===== config.mk =====
export PLATFORM = sky130hd
export DESIGN_NAME = alu_controller
export DESIGN_NICKNAME = d
export VERILOG_FILES = /design/src/rtl/alu_controller.sv
export SDC_FILE = /design/constraint.sdc
export NUM_CORES = 1
export LEC_CHECK = 0
export ABC_AREA = 0
export BUFFER_PORTS_ARGS = -buffer_cell sky130_fd_sc_hd__buf_2
export CORE_ASPECT_RATIO = 1.25
export CORE_MARGIN = 2
export CORE_UTILIZATION = 54
export CTS_BUF_LIST = sky130_fd_sc_hd__clkbuf_8 sky130_fd_sc_hd__clkbuf_16
export CTS_CLUSTER_SIZE = 20
export DETAILED_ROUTE_END_ITERATION = 16
export PLACE_DENSITY = 0.88
export SETUP_SLACK_MARGIN = 0.02
export SLEW_MARGIN = 20
export SYNTH_ARGS = -nofsm -noshare
export SYNTH_HDL_FRONTEND = slang
export SYNTH_SLANG_ARGS = --single-unit

===== constraint.sdc =====
create_clock -name clk -period 6 [get_ports clk]
set_clock_uncertainty 0.2 [all_clocks]
set_input_delay 1.2 -clock clk [delete_from_list [all_inputs] [get_ports clk]]
set_output_delay 1.2 -clock clk [all_outputs]
set_load 0.005 [all_outputs]

===== src/rtl/alu_controller.sv =====
// Multi-cycle fetch/decode/execute sequencer for the 16-bit ALU datapath.
// Holds PC and IR; drives ALU select, register-file addresses and memory handshakes.
module alu_controller #(
  parameter int PC_W = 8
) (
  input  logic            clk,
  input  logic            reset,
  input  logic [15:0]     instr,
  input  logic            instr_valid,
  output logic            imem_req,
  output logic [PC_W-1:0] pc,
  output logic [3:0]      alu_s,
  output logic            alu_b_sel,
  input  logic            take_branch,
  input  logic            ovf,
  output logic            res_en,
  output logic [3:0]      rf_ra,
  output logic [3:0]      rf_rb,
  output logic [3:0]      rf_wa,
  output logic            rf_we,
  output logic            wb_sel,
  output logic            dmem_req,
  output logic            dmem_we,
  input  logic            dmem_ready,
  output logic            ovf_flag,
  output logic            halted
);

  typedef enum logic [2:0] {
    S_FETCH,
    S_DECODE,
    S_EXEC,
    S_MEM,
    S_WB,
    S_HALT
  } state_t;

  state_t          state_q, state_d;
  logic [PC_W-1:0] pc_q, pc_d;
  logic [15:0]     ir_q, ir_d;
  logic            ovf_flag_q, ovf_flag_d;

  logic [3:0] op, rd, rs, rt;
  logic       is_rtype, is_branch, is_addi, is_lw, is_sw, is_nop, is_halt;
  logic       dec_active;
  logic [PC_W-1:0] pc_inc, pc_br;
  logic [31:0]     br_sum;

  logic       imem_req_c, res_en_c, rf_we_c, dmem_req_c, dmem_we_c, halted_c;
  logic [3:0] alu_s_c, rf_ra_c, rf_rb_c, rf_wa_c;
  logic       alu_b_sel_c, wb_sel_c;

  always_comb begin
    op = ir_q[15:12];
    rd = ir_q[11:8];
    rs = ir_q[7:4];
    rt = ir_q[3:0];
    is_rtype  = (op <= 4'd5) || (op == 4'd8);
    is_branch = (op == 4'd6) || (op == 4'd7);
    is_addi   = (op == 4'd9);
    is_lw     = (op == 4'hA);
    is_sw     = (op == 4'hB);
    is_nop    = (op == 4'hC) || (op == 4'hD) || (op == 4'hE);
    is_halt   = (op == 4'hF);
  end

  // Branch target computed wide then truncated, so it wraps in both directions.
  always_comb begin
    pc_inc = pc_q + PC_W'(1);
    br_sum = 32'(pc_q) + 32'd1 + {{24{ir_q[7]}}, ir_q[7:0]};
    pc_br  = br_sum[PC_W-1:0];
  end

  always_comb begin
    state_d    = state_q;
    pc_d       = pc_q;
    ir_d       = ir_q;
    ovf_flag_d = ovf_flag_q;
    imem_req_c = 1'b0;
    res_en_c   = 1'b0;
    rf_we_c    = 1'b0;
    dmem_req_c = 1'b0;
    dmem_we_c  = 1'b0;
    halted_c   = 1'b0;
    case (state_q)
      S_FETCH: begin
        imem_req_c = 1'b1;
        if (instr_valid) begin
          ir_d    = instr;
          state_d = S_DECODE;
        end
      end
      S_DECODE: begin
        if (is_nop) begin
          pc_d    = pc_inc;
          state_d = S_FETCH;
        end else if (is_halt) begin
          state_d = S_HALT;
        end else begin
          state_d = S_EXEC;
        end
      end
      S_EXEC: begin
        res_en_c = 1'b1;
        if ((op == 4'd0) || is_addi) ovf_flag_d = ovf_flag_q | ovf;
        if (is_branch) begin
          pc_d    = take_branch ? pc_br : pc_inc;
          state_d = S_FETCH;
        end else if (is_lw || is_sw) begin
          state_d = S_MEM;
        end else begin
          state_d = S_WB;
        end
      end
      S_MEM: begin
        dmem_req_c = 1'b1;
        dmem_we_c  = is_sw;
        if (dmem_ready) begin
          if (is_lw) begin
            state_d = S_WB;
          end else begin
            pc_d    = pc_inc;
            state_d = S_FETCH;
          end
        end
      end
      S_WB: begin
        rf_we_c = 1'b1;
        pc_d    = pc_inc;
        state_d = S_FETCH;
      end
      S_HALT: halted_c = 1'b1;
      default: state_d = S_FETCH;
    endcase
  end

  always_comb begin
    dec_active  = (state_q == S_DECODE) || (state_q == S_EXEC) ||
                  (state_q == S_MEM) || (state_q == S_WB);
    alu_s_c     = '0;
    alu_b_sel_c = 1'b0;
    rf_ra_c     = '0;
    rf_rb_c     = '0;
    rf_wa_c     = '0;
    wb_sel_c    = 1'b0;
    if (dec_active) begin
      if (is_rtype) begin
        alu_s_c = op;
        rf_ra_c = rs;
        rf_rb_c = rt;
        rf_wa_c = rd;
      end else if (is_branch) begin
        alu_s_c = op;
        rf_ra_c = rd;
      end else if (is_addi || is_lw || is_sw) begin
        alu_b_sel_c = 1'b1;
        rf_ra_c     = rs;
        rf_rb_c     = is_sw ? rd : 4'd0;
        rf_wa_c     = is_sw ? 4'd0 : rd;
        wb_sel_c    = is_lw;
      end
    end
  end

  // Every output is held low combinationally while reset is asserted.
  always_comb begin
    imem_req  = imem_req_c & ~reset;
    pc        = reset ? '0 : pc_q;
    alu_s     = reset ? '0 : alu_s_c;
    alu_b_sel = alu_b_sel_c & ~reset;
    res_en    = res_en_c & ~reset;
    rf_ra     = reset ? '0 : rf_ra_c;
    rf_rb     = reset ? '0 : rf_rb_c;
    rf_wa     = reset ? '0 : rf_wa_c;
    rf_we     = rf_we_c & ~reset;
    wb_sel    = wb_sel_c & ~reset;
    dmem_req  = dmem_req_c & ~reset;
    dmem_we   = dmem_we_c & ~reset;
    ovf_flag  = ovf_flag_q & ~reset;
    halted    = halted_c & ~reset;
  end

  always_ff @(posedge clk) begin
    if (reset) begin
      state_q    <= S_FETCH;
      pc_q       <= '0;
      ir_q       <= '0;
      ovf_flag_q <= 1'b0;
    end else begin
      state_q    <= state_d;
      pc_q       <= pc_d;
      ir_q       <= ir_d;
      ovf_flag_q <= ovf_flag_d;
    end
  end

endmodule


* Word level (Yosys, flattened, before mapping) *
Cells that the tools add are included.

word-level totals
  bits in read-only memories = 0
  memory bits (writable) = 0
  memories kept = 0
  latch bits = 0
  output and inout bits = 33
  bits in registers = 28

cells by class
  order comparisons = 1
  multipliers = 0
  equal/unequal tests = 20
  add/subtract/negate cells = 3
  shifts and indexed selects = 0
  multiplexer cells = 50
  divide/modulo/power cells = 0
  reductions and logical operators = 18
  bitwise logic cells = 12

operator list
  cell                                                  count
  2-to-1 mux 4 bit                                      21
  2-to-1 mux 8 bit                                      6
  == test 4 bit (second input constant)                 8
  case mux 8 bit (4 select lines)                       1
  2-to-1 mux 3 bit                                      7
  adder 8 x 1 -> 8 bit (second input constant)          2
  case mux 3 bit (5 select lines)                       1
  2-to-1 mux 1 bit                                      14
  logical OR 1 bit                                      11
  != test 2 bit (second input constant)                 5
  bitwise AND 1 bit                                     9
  adder 8 bit                                           1
  == test 4 x 3 -> 1 bit (second input constant)        2
  == test 3 x 2 -> 1 bit (second input constant)        2
  == test 3 bit (second input constant)                 2
  AND reduction 5 bit                                   1
  <= comparator 4 x 3 -> 1 bit (second input constant)  1
  logical NOT 4 bit                                     1
  AND reduction 2 bit                                   2
  nonzero test 4 bit                                    1
  == test 3 x 1 -> 1 bit (second input constant)        1
  logical NOT 3 bit                                     1
  AND reduction 3 bit                                   1
  NOT 1 bit                                             2
  bitwise OR 1 bit                                      1

* Logic depth before layout (Yosys ltp) *
  depth after elaboration = 8
  mapped depth = 9
  depth with buffers taken out = 9

* Worst setup path after synthesis *
OpenSTA, ideal clock, no wires.

  kind = input to output
  start = input port reset
  end = output port rf_wa[0]
  stages = 3
  slack = 2.735 ns
  data arrival time = 1.865 ns
  buffers on the path = 0
  required time = 4.600 ns
  cells stage by stage = nand2b_1 -> a211oi_1 -> and2_1

between the ends
  cells in the longest elaborated chain, start to end = 1

ends and longest elaborated chain
  what              RTL line  text
  start, declared   7         input logic reset,
  2-to-1 mux 4 bit  174       rf_wa = reset ? '0 : rf_wa_c;
  end, declared     19        output logic [3:0] rf_wa,

No other way between the ends.

* Worst setup path after layout *
Ends and elaborated chain as after synthesis.

==> impl_metrics.toml <==
[setup_path]
path_max_fanout = 41
cp.arrival_ns = 2.86
cp-end-kind = "primary output"
worstSetupPathType = "in2out"
cp-start-kind = "primary input"
path_cells = "buf_2 > nand2b_1 > a211oi_1 > and2_1 > buf_2"
path_buf_inv = 2
slowest_delay_ns = 0.53
cp_common_cell = "buf_2"
path_delay_family = "simple AND/OR/NAND/NOR gates"
worstPathRequired_ns = 4.60
cpMaxStageDelayCell = "a211oi_1"

[final_layout]
layout.nets = 361
layout_commonest_cell = "buf_2"
regArea_sq_um = 561
multi_input_area_sq_um = 1400
finish.instance_area_sq_um = 2370
mostFrequentLayoutCells = "buf_2, nand2_1, a21oi_1"
fill_cells = 335
drive_above_1_share = 0.216
antennaDiodeCount = 0
area_delta_synth_final_pct = 13.6

[route]
wire_per_inst_microns = 13.2
vias_per_cell = 5.84
drc = 0
num_vias = 2156
ant_nets = 0
drt_wl_total_microns = 4880
drt_iter0_markers = 90
dr.pass1.iters = 4

[yosys]
yosys_most_used_dff = "dfxtp_1"
synth_area_sq_um = 2090
synth_cells = 291
ys_types = 52
synth_top_area_frac = 0.268
ys_ff_latch = 28
yosysSeqAreaShare = 0.268
syn-num-nets = 322
syn_area_per_cell_sq_um = 7.18
synth_edf_count = 0
synth.area.top_cells = "dfxtp_1, a21oi_1, nand2_1"
synthArstFlopShare = 0
synth_largest_area_cell = "dfxtp_1"
yosysWarnings = 0

[job]
cap_viol_max_count = 0

[cts]
hold_buffers = 0
h-tree-depth = 1
clkSinkCount = 28
postCtsSetupBuffers = 0
clk_pin_slew_worst_paths_ns = 0.10
ctsRootBufferMaster = "clkbuf_8"
clk_path_buf_depth = 2
cts-resized-gates = 0
cts-buffers-inserted = 3
cts_tree = "built"
worstSkewPairLatency_ns = 0.28

[power]
p_per_area_nw_per_um2 = 228
ir_worst_vdd_mv = 0.148
combPwrFrac = 0.325
switching_share = 0.373
clockPowerShare = 0.225
p_sw_mw = 0.202
p_leak_nw = 1.02
p_int_mw = 0.339
power.share.sequential = 0.450

[floorplanning]
start_util = 0.557
fp.dieArea_sq_um = 4390
core_sq_um = 3750
dieHeight_microns = 73.5
ios = 55
rows = 25
die_w_microns = 59.6

[timing]
slew_viol_final = 0
rsz0062_at_grt = "no"
slew-limit-headroom = 0.531
final_hold_viol_count = 0
tightest_slew_ns = 0.704
tns_ns = 0
setup_viol = 0
fin_crit_sh = 0.710
min_period_ns = 4.26
fmax_ghz = 0.235

[placement]
dp_hpwl_microns = 3540
place_congestion = 0.863
place_area_sq_um = 2320
port_buffers = 54

[global_routing]
grt.total_usage = 0.233
grt_max_degree = 42
antenna_found_initial = 0
grt_overflow = 0
grt_pass1_vias = 1854
grt_pass1_wl_microns = 8170

[run_status]
status = "completed"

[hold_path]
min-delay-path-class = "reg2reg"
[metrics by stage]
step           worst slack, ns   util  hold WS, ns  std cells  power, mW
2_1_floorplan             2.74      -        0.250        291      0.380
3_3_place_gp              1.88  0.618        0.268        365      0.415
3_5_place_dp              1.76  0.618        0.279        365      0.422
4_1_cts                   1.75  0.632        0.293        369      0.542
5_1_grt                   1.56  0.632        0.311        369      0.580
6_report                  1.74  0.632        0.293        369      0.541
[power groups by stage]
| stage | registers (mW) | logic (mW) | clock network [mW] |
|---|---|---|---|
| after global placement | 0.247 | 0.169 | 0 |
| final | 0.244 | 0.176 | 0.122 |
| after global routing | 0.249 | 0.198 | 0.132 |
| after CTS | 0.243 | 0.176 | 0.123 |
| after floorplan | 0.221 | 0.159 | 0 |
| after detailed placement | 0.247 | 0.175 | 0 |
[metal layers]
layer  global-route usage  vias up  wire, microns
li1                     -     1097              -
met1                0.323      992           2220
met2                0.370       64           2410
met3               0.0264        3            225
met5                    0        -              0
met4               0.0840        0             28
[state kept, by name, indices dropped and copies added (netlist names)]
signal,flops
ir_q,16
ovf_flag_q,1
pc_q,8
state_q,3
[path summary, 6_finish.rpt]
path / to / slack, ns / cells past startpoint / start
max: rf_wa[0] / 1.74 / 5 / reset
min reg2reg: ir_q[3] / 0.29 / 2 / ir_q[3]
max reg2reg: pc_q[7] / 3.37 / 6 / state_q[1]
min: ir_q[3] / 0.29 / 2 / ir_q[3]
[synth_stat cells, types with 2 or more instances]
cell type,n
o21ai_2,3
nand3_1,6
o32ai_1,2
a211o_1,3
nand2_1,44
o21ai_0,11
nor3b_1,3
a211oi_1,3
nor4_1,2
xor2_1,2
xnor2_1,3
inv_1,7
and2_1,8
ha_1,8
buf_6,2
nor2b_1,13
o21a_1,2
buf_2,4
nand2b_1,7
nand3b_1,2
a22oi_1,4
o31ai_1,3
nor3_1,14
clkbuf_1,13
a21oi_1,38
nor2_1,29
dfxtp_1,28
buf_1,2
or2_2,2
[worst reg2reg max path, delay by kind of cell, from the launching register on]
kind             cells  cell delay (ns)
AO/OA/AOI/OAI        2             0.32
flip-flops           1             0.71
multiplexers         1             0.33
AND/OR/NAND/NOR      3             0.97
[cell type report]
type / count / area share
flip-flops and latches: 28 / 0.236
clock buffers: 4 / 0.0232
multi-input cells: 234 / 0.590
inverters: 8 / 0.0127
well taps: 40 / 0.0211
repair buffers: 55 / 0.117
[logic make-up (layout without fill, tap and decap cells)]
| logic type | after synthesis | in the layout | synth area share |
|---|---|---|---|
| AO/OA/AOI/OAI | 82 | 82 | 0.252 |
| XOR/XNOR | 5 | 5 | 0.0210 |
| adder cells (fa/ha/maj) | 9 | 9 | 0.0575 |
| AND/OR/NAND/NOR | 136 | 136 | 0.330 |
| flip-flops | 28 | 28 | 0.268 |
| multiplexers | 2 | 2 | 0.0102 |
| buffers and inverters | 29 | 67 | 0.0617 |
Note: power is estimated with default switching activity, not from simulation.
